===== config.mk =====
export PLATFORM = sky130hd
export DESIGN_NAME = cnt_div_param
export DESIGN_NICKNAME = d
export VERILOG_FILES = /design/src/rtl/cnt_div_param.sv
export SDC_FILE = /design/constraint.sdc
export NUM_CORES = 1
export LEC_CHECK = 0
export CAP_MARGIN = 25
export CORE_MARGIN = 3
export CORE_UTILIZATION = 46
export DETAILED_ROUTE_END_ITERATION = 6
export GPL_TIMING_DRIVEN = 0
export PLACE_DENSITY = 0.82
export SLEW_MARGIN = 40
export SYNTH_ARGS = -nofsm -noshare
export SYNTH_HDL_FRONTEND = slang
export SYNTH_SLANG_ARGS = --single-unit

===== constraint.sdc =====
create_clock -name clk -period 2.15 [get_ports clk]
set_input_delay 0.3225 -clock clk [delete_from_list [all_inputs] [get_ports clk]]
set_output_delay 0.3225 -clock clk [all_outputs]
set_load 0.03 [all_outputs]

===== src/rtl/cnt_div_param.sv =====
// Parametrised up/down modulo counter with runtime modulus, synchronous load,
// terminal-count pulse and a wrap-toggled divider output. Define CNT_SAT_EN for saturating mode.
module cnt_div_param #(
  parameter int               WIDTH   = 4,
  parameter logic [WIDTH-1:0] RST_VAL = '0
) (
  input  logic             clk,
  input  logic             reset,
  input  logic             enable,
  input  logic             load,
  input  logic             up,
  input  logic [WIDTH-1:0] load_val,
  input  logic [WIDTH-1:0] max_val,
  output logic [WIDTH-1:0] count,
  output logic             tc,
  output logic             tog
);

  logic [WIDTH-1:0] count_nxt;
  logic             tc_nxt;
  logic             tog_nxt;
  logic [WIDTH-1:0] count_inc;
  logic [WIDTH-1:0] count_dec;

  // Only used where they cannot over/underflow, so WIDTH bits suffice.
  assign count_inc = count + 1'b1;
  assign count_dec = count - 1'b1;

  always_comb begin
    // NOTE: every output of this block gets a default first, so no path leaves one unassigned and no latch is inferred.
    count_nxt = count;
    tc_nxt    = 1'b0;
    tog_nxt   = tog;

    if (load) begin
      count_nxt = (load_val > max_val) ? max_val : load_val;
    end else if (enable) begin
`ifdef CNT_SAT_EN
      if (up) begin
        if (count > max_val) begin
          count_nxt = max_val;
          tc_nxt    = 1'b1;
          tog_nxt   = ~tog;
        end else if (count != max_val) begin
          count_nxt = count_inc;
          if (count_inc == max_val) begin
            tc_nxt  = 1'b1;
            tog_nxt = ~tog;
          end
        end
      end else if (count != '0) begin
        count_nxt = count_dec;
        if (count_dec == '0) begin
          tc_nxt  = 1'b1;
          tog_nxt = ~tog;
        end
      end
`else
      if (up) begin
        // >= so a modulus lowered below the current count wraps immediately.
        if (count >= max_val) begin
          count_nxt = '0;
          tc_nxt    = 1'b1;
          tog_nxt   = ~tog;
        end else begin
          count_nxt = count_inc;
        end
      end else begin
        if (count == '0) begin
          count_nxt = max_val;
          tc_nxt    = 1'b1;
          tog_nxt   = ~tog;
        end else begin
          count_nxt = count_dec;
        end
      end
`endif
    end
  end

  always_ff @(posedge clk) begin
    // NOTE: state registers use non-blocking assignments so every flop samples pre-edge values.
    if (reset) begin
      count <= RST_VAL;
      tc    <= 1'b0;
      tog   <= 1'b0;
    end else begin
      count <= count_nxt;
      tc    <= tc_nxt;
      tog   <= tog_nxt;
    end
  end

endmodule


### After elaboration in Yosys (flattened, before gate mapping)

Index checks and enable logic that the tools add are counted.

| storage, ports and cells | value |
|---|---|
| register bits | 6 |
| bits in latches | 0 |
| memory bits (writable) | 0 |
| memory bits (read-only) | 0 |
| input bits | 13 |
| output and inout bits | 6 |
| word-level logic and storage cells | 28 |
| memories | 0 |

| cells by class | value |
|---|---|
| $add $sub $neg | 2 |
| multiply operators | 0 |
| div/mod/pow operators | 0 |
| magnitude comparators | 2 |
| equality and inequality tests | 1 |
| shift operators | 0 |
| multiplexer cells | 12 |
| bitwise operators | 3 |
| reduce and logical (&&, ||, !) cells | 5 |

Operator list:

| cell | count |
|---|---|
| $mux 4 | 6 |
| $mux 1 | 6 |
| $add 4x1->4 const B | 1 |
| $ge 4x4->1 | 1 |
| $gt 4x4->1 | 1 |
| $logic_not 4->1 | 1 |
| $reduce_and 4->1 | 1 |
| $reduce_bool 2->1 | 2 |
| $sub 4x1->4 const B | 1 |
| $not 1->1 | 3 |
| $reduce_or 3->1 | 1 |
| $ne 2x1->1 const B | 1 |

### Depth between registers and ports, before layout

| depth | value |
|---|---|
| word-level depth | 5 |
| mapped depth | 7 |
| depth with buffers taken out | 7 |

### Worst setup path before layout

OpenSTA, ideal clock, no wires.

| path | value |
|---|---|
| path kind | flip-flop to flip-flop |
| start point | register count[0] |
| end point | register count[2] |
| library setup time | 0.134 ns |
| arrival time | 1.742 ns |
| required time | 2.016 ns |
| setup slack | 0.273 ns |
| cell stages (with the launch flop) | 8 |
| buffers on the path | 0 |
| period minus slack after synthesis | 1.877 ns |
| path through | dfxtp_1 inv_1 ha_1 nor3b_2 o211ai_4 nor2_1 a2111oi_1 a211oi_1 |

| on the way | value |
|---|---|
| longest elaborated chain between the ends | 5 |
| elaborated cells on any way between the ends | 9 |
| classes of those cells | 2 x add/sub; 1 x order compare; 5 x mux; 1 x reduce/logical |

RTL lines:

| item | line | RTL |
|---|---|---|
| start: declaration | 14 | `output logic [WIDTH-1:0] count,` |
| start signal: assignment | 88 | `count <= count_nxt;` |
| $sub 4x1->4, or another cell as far along | 27 | `assign count_dec = count - 1'b1;` |
| $mux 4 (on tied branches) | 69, 61 |  |
| $mux 4 * | 59 | `if (up) begin` |
| $mux 4 * | 37 | `end else if (enable) begin` |
| $mux 4 * | 35 | `if (load) begin` |

Every way passes the cells marked *; elsewhere a longest branch is shown, timed or not. The select of a mux whose other input is x is not followed.
A chain may end at the register's enable or synchronous reset.

### Worst setup path after layout

| path | value |
|---|---|
| start point | input max_val[1] |
| end point | register count[2] |

| on the way | value |
|---|---|
| longest elaborated chain between the ends | 5 |
| elaborated cells on any way between the ends | 7 |
| classes of those cells | 2 x order compare; 5 x mux |

RTL lines:

| item | line | RTL |
|---|---|---|
| start: declaration | 13 | `input logic [WIDTH-1:0] max_val,` |
| $ge 4x4->1 | 61 | `if (count >= max_val) begin` |
| $mux 4 | 61 |  |
| $mux 4 | 59 |  |
| $mux 4 | 37 |  |
| $mux 4 * | 35 |  |

Marked as above.

==> impl_metrics.json <==
{
  "clock_latency_ps": 240,
  "drcViolationCount": 0,
  "synthCells": 78,
  "yosysTopAreaCellShare_pct": 18.45,
  "rows": 13,
  "worstMarginPinSlew_ps": 401.9,
  "clock-sinks": 6,
  "routedWlPerCell_um": 14.05,
  "crit_type": "input pin to register",
  "fin_nets": 124,
  "cts_max_path_buffers": 2,
  "yosysWarningCount": 0,
  "hold_viol_final": 0,
  "grt_use_total_pct": 18.46,
  "ctsResizeCount": 0,
  "start_util_pct": 50.84,
  "drive_gt1_share_pct": 12.12,
  "grt_pass1_wl_um": 2766,
  "power_density_nw_per_um2": 515.5,
  "dr_total_vias": 668,
  "async_flop_share_pct": 0,
  "synth_area_um2": 678.2,
  "yosysUniqueCellTypes": 32,
  "cp-end-kind": "register",
  "dp_hpwl_um": 1277,
  "fin_skew_ps": 0.8910,
  "postCtsSetupBuffers": 0,
  "final-max-slew-violation-count": 0,
  "yosys.area.top_type": "ha_1",
  "htree_levels": 1,
  "min_period_ps": 2001,
  "grt_overflow_total": 0,
  "drtIter0Drc": 20,
  "vias_per_cell": 5.860,
  "status": "finished, final reports clean",
  "crit_path_start_kind": "input pin",
  "fill_cells": 114,
  "utilization_pct": 67.82,
  "synth_ff_type": "dfxtp_1",
  "ys_top_cells_by_area": "ha_1 (18%), dfxtp_1 (18%), mux2i_1 (10%)",
  "diodes": 0,
  "fmax_mhz": 499.7,
  "fin_crit_sh_pct": 93.08,
  "worst_ep_arrival_time_ps": 2110,
  "port-buffer-count": 18,
  "antenna_found_initial": 0,
  "seq_area_frac_synth_pct": 17.71,
  "gp_congestion": 0.7364,
  "cts_tree": "built",
  "syn-num-nets": 101,
  "synth_seq_cells": 6,
  "hold_class": "register to register",
  "firstDrtPassIters": 6,
  "cts_hold_buf": 0,
  "grt_max_degree": 9,
  "core_um2": 1334,
  "rsz0062_at_grt": "no",
  "maxCapViolCount": 0,
  "path_clk_slew_ps": 50,
  "drt-total-wl_um": 1602,
  "die_w_um": 44.40,
  "die_area_um2": 1971,
  "leakage_nw": 0.3753,
  "numCtsBuffers": 3,
  "cp_max_fo": 6,
  "die_h_um": 44.40,
  "total_power_mw": 0.4664,
  "grt_pass1_vias": 657,
  "root_buffer": "clkbuf_4",
  "synth-edff-count": 0,
  "crit_required_ps": 2260,
  "setup_viol": 0,
  "synthToLayoutAreaGrowth_pct": 33.39,
  "syn_area_per_cell_um2": 8.694,
  "peakVddDrop_v": 0.0003016,
  "ioPinCount": 19,
  "slew_headroom_pct": 73.17,
  "drtAntennaViolNets": 0
}
==> Yosys cell counts (2+ instances only) <==
master / number
nor3_1: 3
nor3b_2: 2
a22oi_1: 2
nand2b_1: 3
mux2i_1: 7
a211oi_1: 2
inv_1: 7
dfxtp_1: 6
o22ai_1: 2
ha_1: 10
o21ai_1: 4
nor2_1: 9
o21ai_0: 2
==> routing by layer <==
layer  global-route usage, %  up-vias  wire [µm]
met5                       0        -          0
met4                   5.422        0          0
met3                   2.033        0        102
met2                   32.85       27        812
met1                   23.15      306        686
li1                        -      335          -
==> power by group <==
part           leakage (nW)  total, mW  internal, mW  switching [mW]
Combinational         0.312      0.225         0.111           0.114
Sequential           0.0495      0.139         0.122          0.0168
Clock                0.0138      0.102        0.0631          0.0394
==> critical path: stages <==
cell,delay (ps)
clkdlybuf4s50_1,520
inv_1,80
ha_1,290
o211ai_2,110
o211ai_4,230
nor2_1,90
a2111oi_2,370
a211oi_1,90
==> cells in the final DEF, fill, tap and decap left out, types with 2 or more instances in the layout <==
master,instances
o21ai_1,4
nor3_1,3
o21ai_0,2
a22oi_1,2
nor2_1,9
dfxtp_1,6
a211oi_1,2
mux2i_1,7
clkdlybuf4s50_1,18
nand2b_1,3
nor3b_2,2
inv_1,7
clkbuf_4,3
ha_1,10
o22ai_1,2
==> cell families (layout without fill, tap and decap cells) <==
kind of cell,count (synthesis),after routing,share of synthesized area [%]
buffers and inverters,8,29,4.613
multiplexers,8,8,11.99
XOR/XNOR,2,2,2.583
AO/OA/AOI/OAI,17,17,19.00
adder cells (fa/ha/maj),10,10,18.45
AND/OR/NAND/NOR,27,27,25.65
flip-flops,6,6,17.71
==> per-stage QoR <==
step | worst slack (ps) | hold slack, ps | instance area, µm² | TNS, ps | instances
final | 148.8 | 525.5 | 904.6 | 0 | 114
after global routing | 33.75 | 565.8 | 904.6 | 0 | 114
after CTS | 97.77 | 528.5 | 899.6 | 0 | 114
after detailed placement | -151.8 | 515.3 | 877.1 | -157.8 | 111
after global placement | -163.3 | 503.6 | 877.1 | -163.3 | 111
after floorplan | 273.0 | 394.9 | 678.2 | 0 | 78
==> sequential cells by signal (all words and copies together) (netlist names) <==
name,count
count,4
tc,1
tog,1
==> worst paths after layout <==
check	from	end	slack (ps)	depth (start not counted)
max	max_val[1]	count[2]	150	8
min	tog	tog	530	2
max reg2reg	count[0]	count[2]	360	7
min reg2reg	tog	tog	530	2
==> cell type report <==
class	instances	area, µm²	share of cell area, %
Multi-Input combinational cell	64	531.8	58.78
Timing Repair Buffer	18	180.2	19.92
Sequential cell	6	120.1	13.28
Inverter	7	26.28	2.905
Clock buffer	3	22.52	2.490
Tap cell	15	18.77	2.075
Buffer	1	5.005	0.5533
Note: power is estimated with default switching activity, not from simulation.
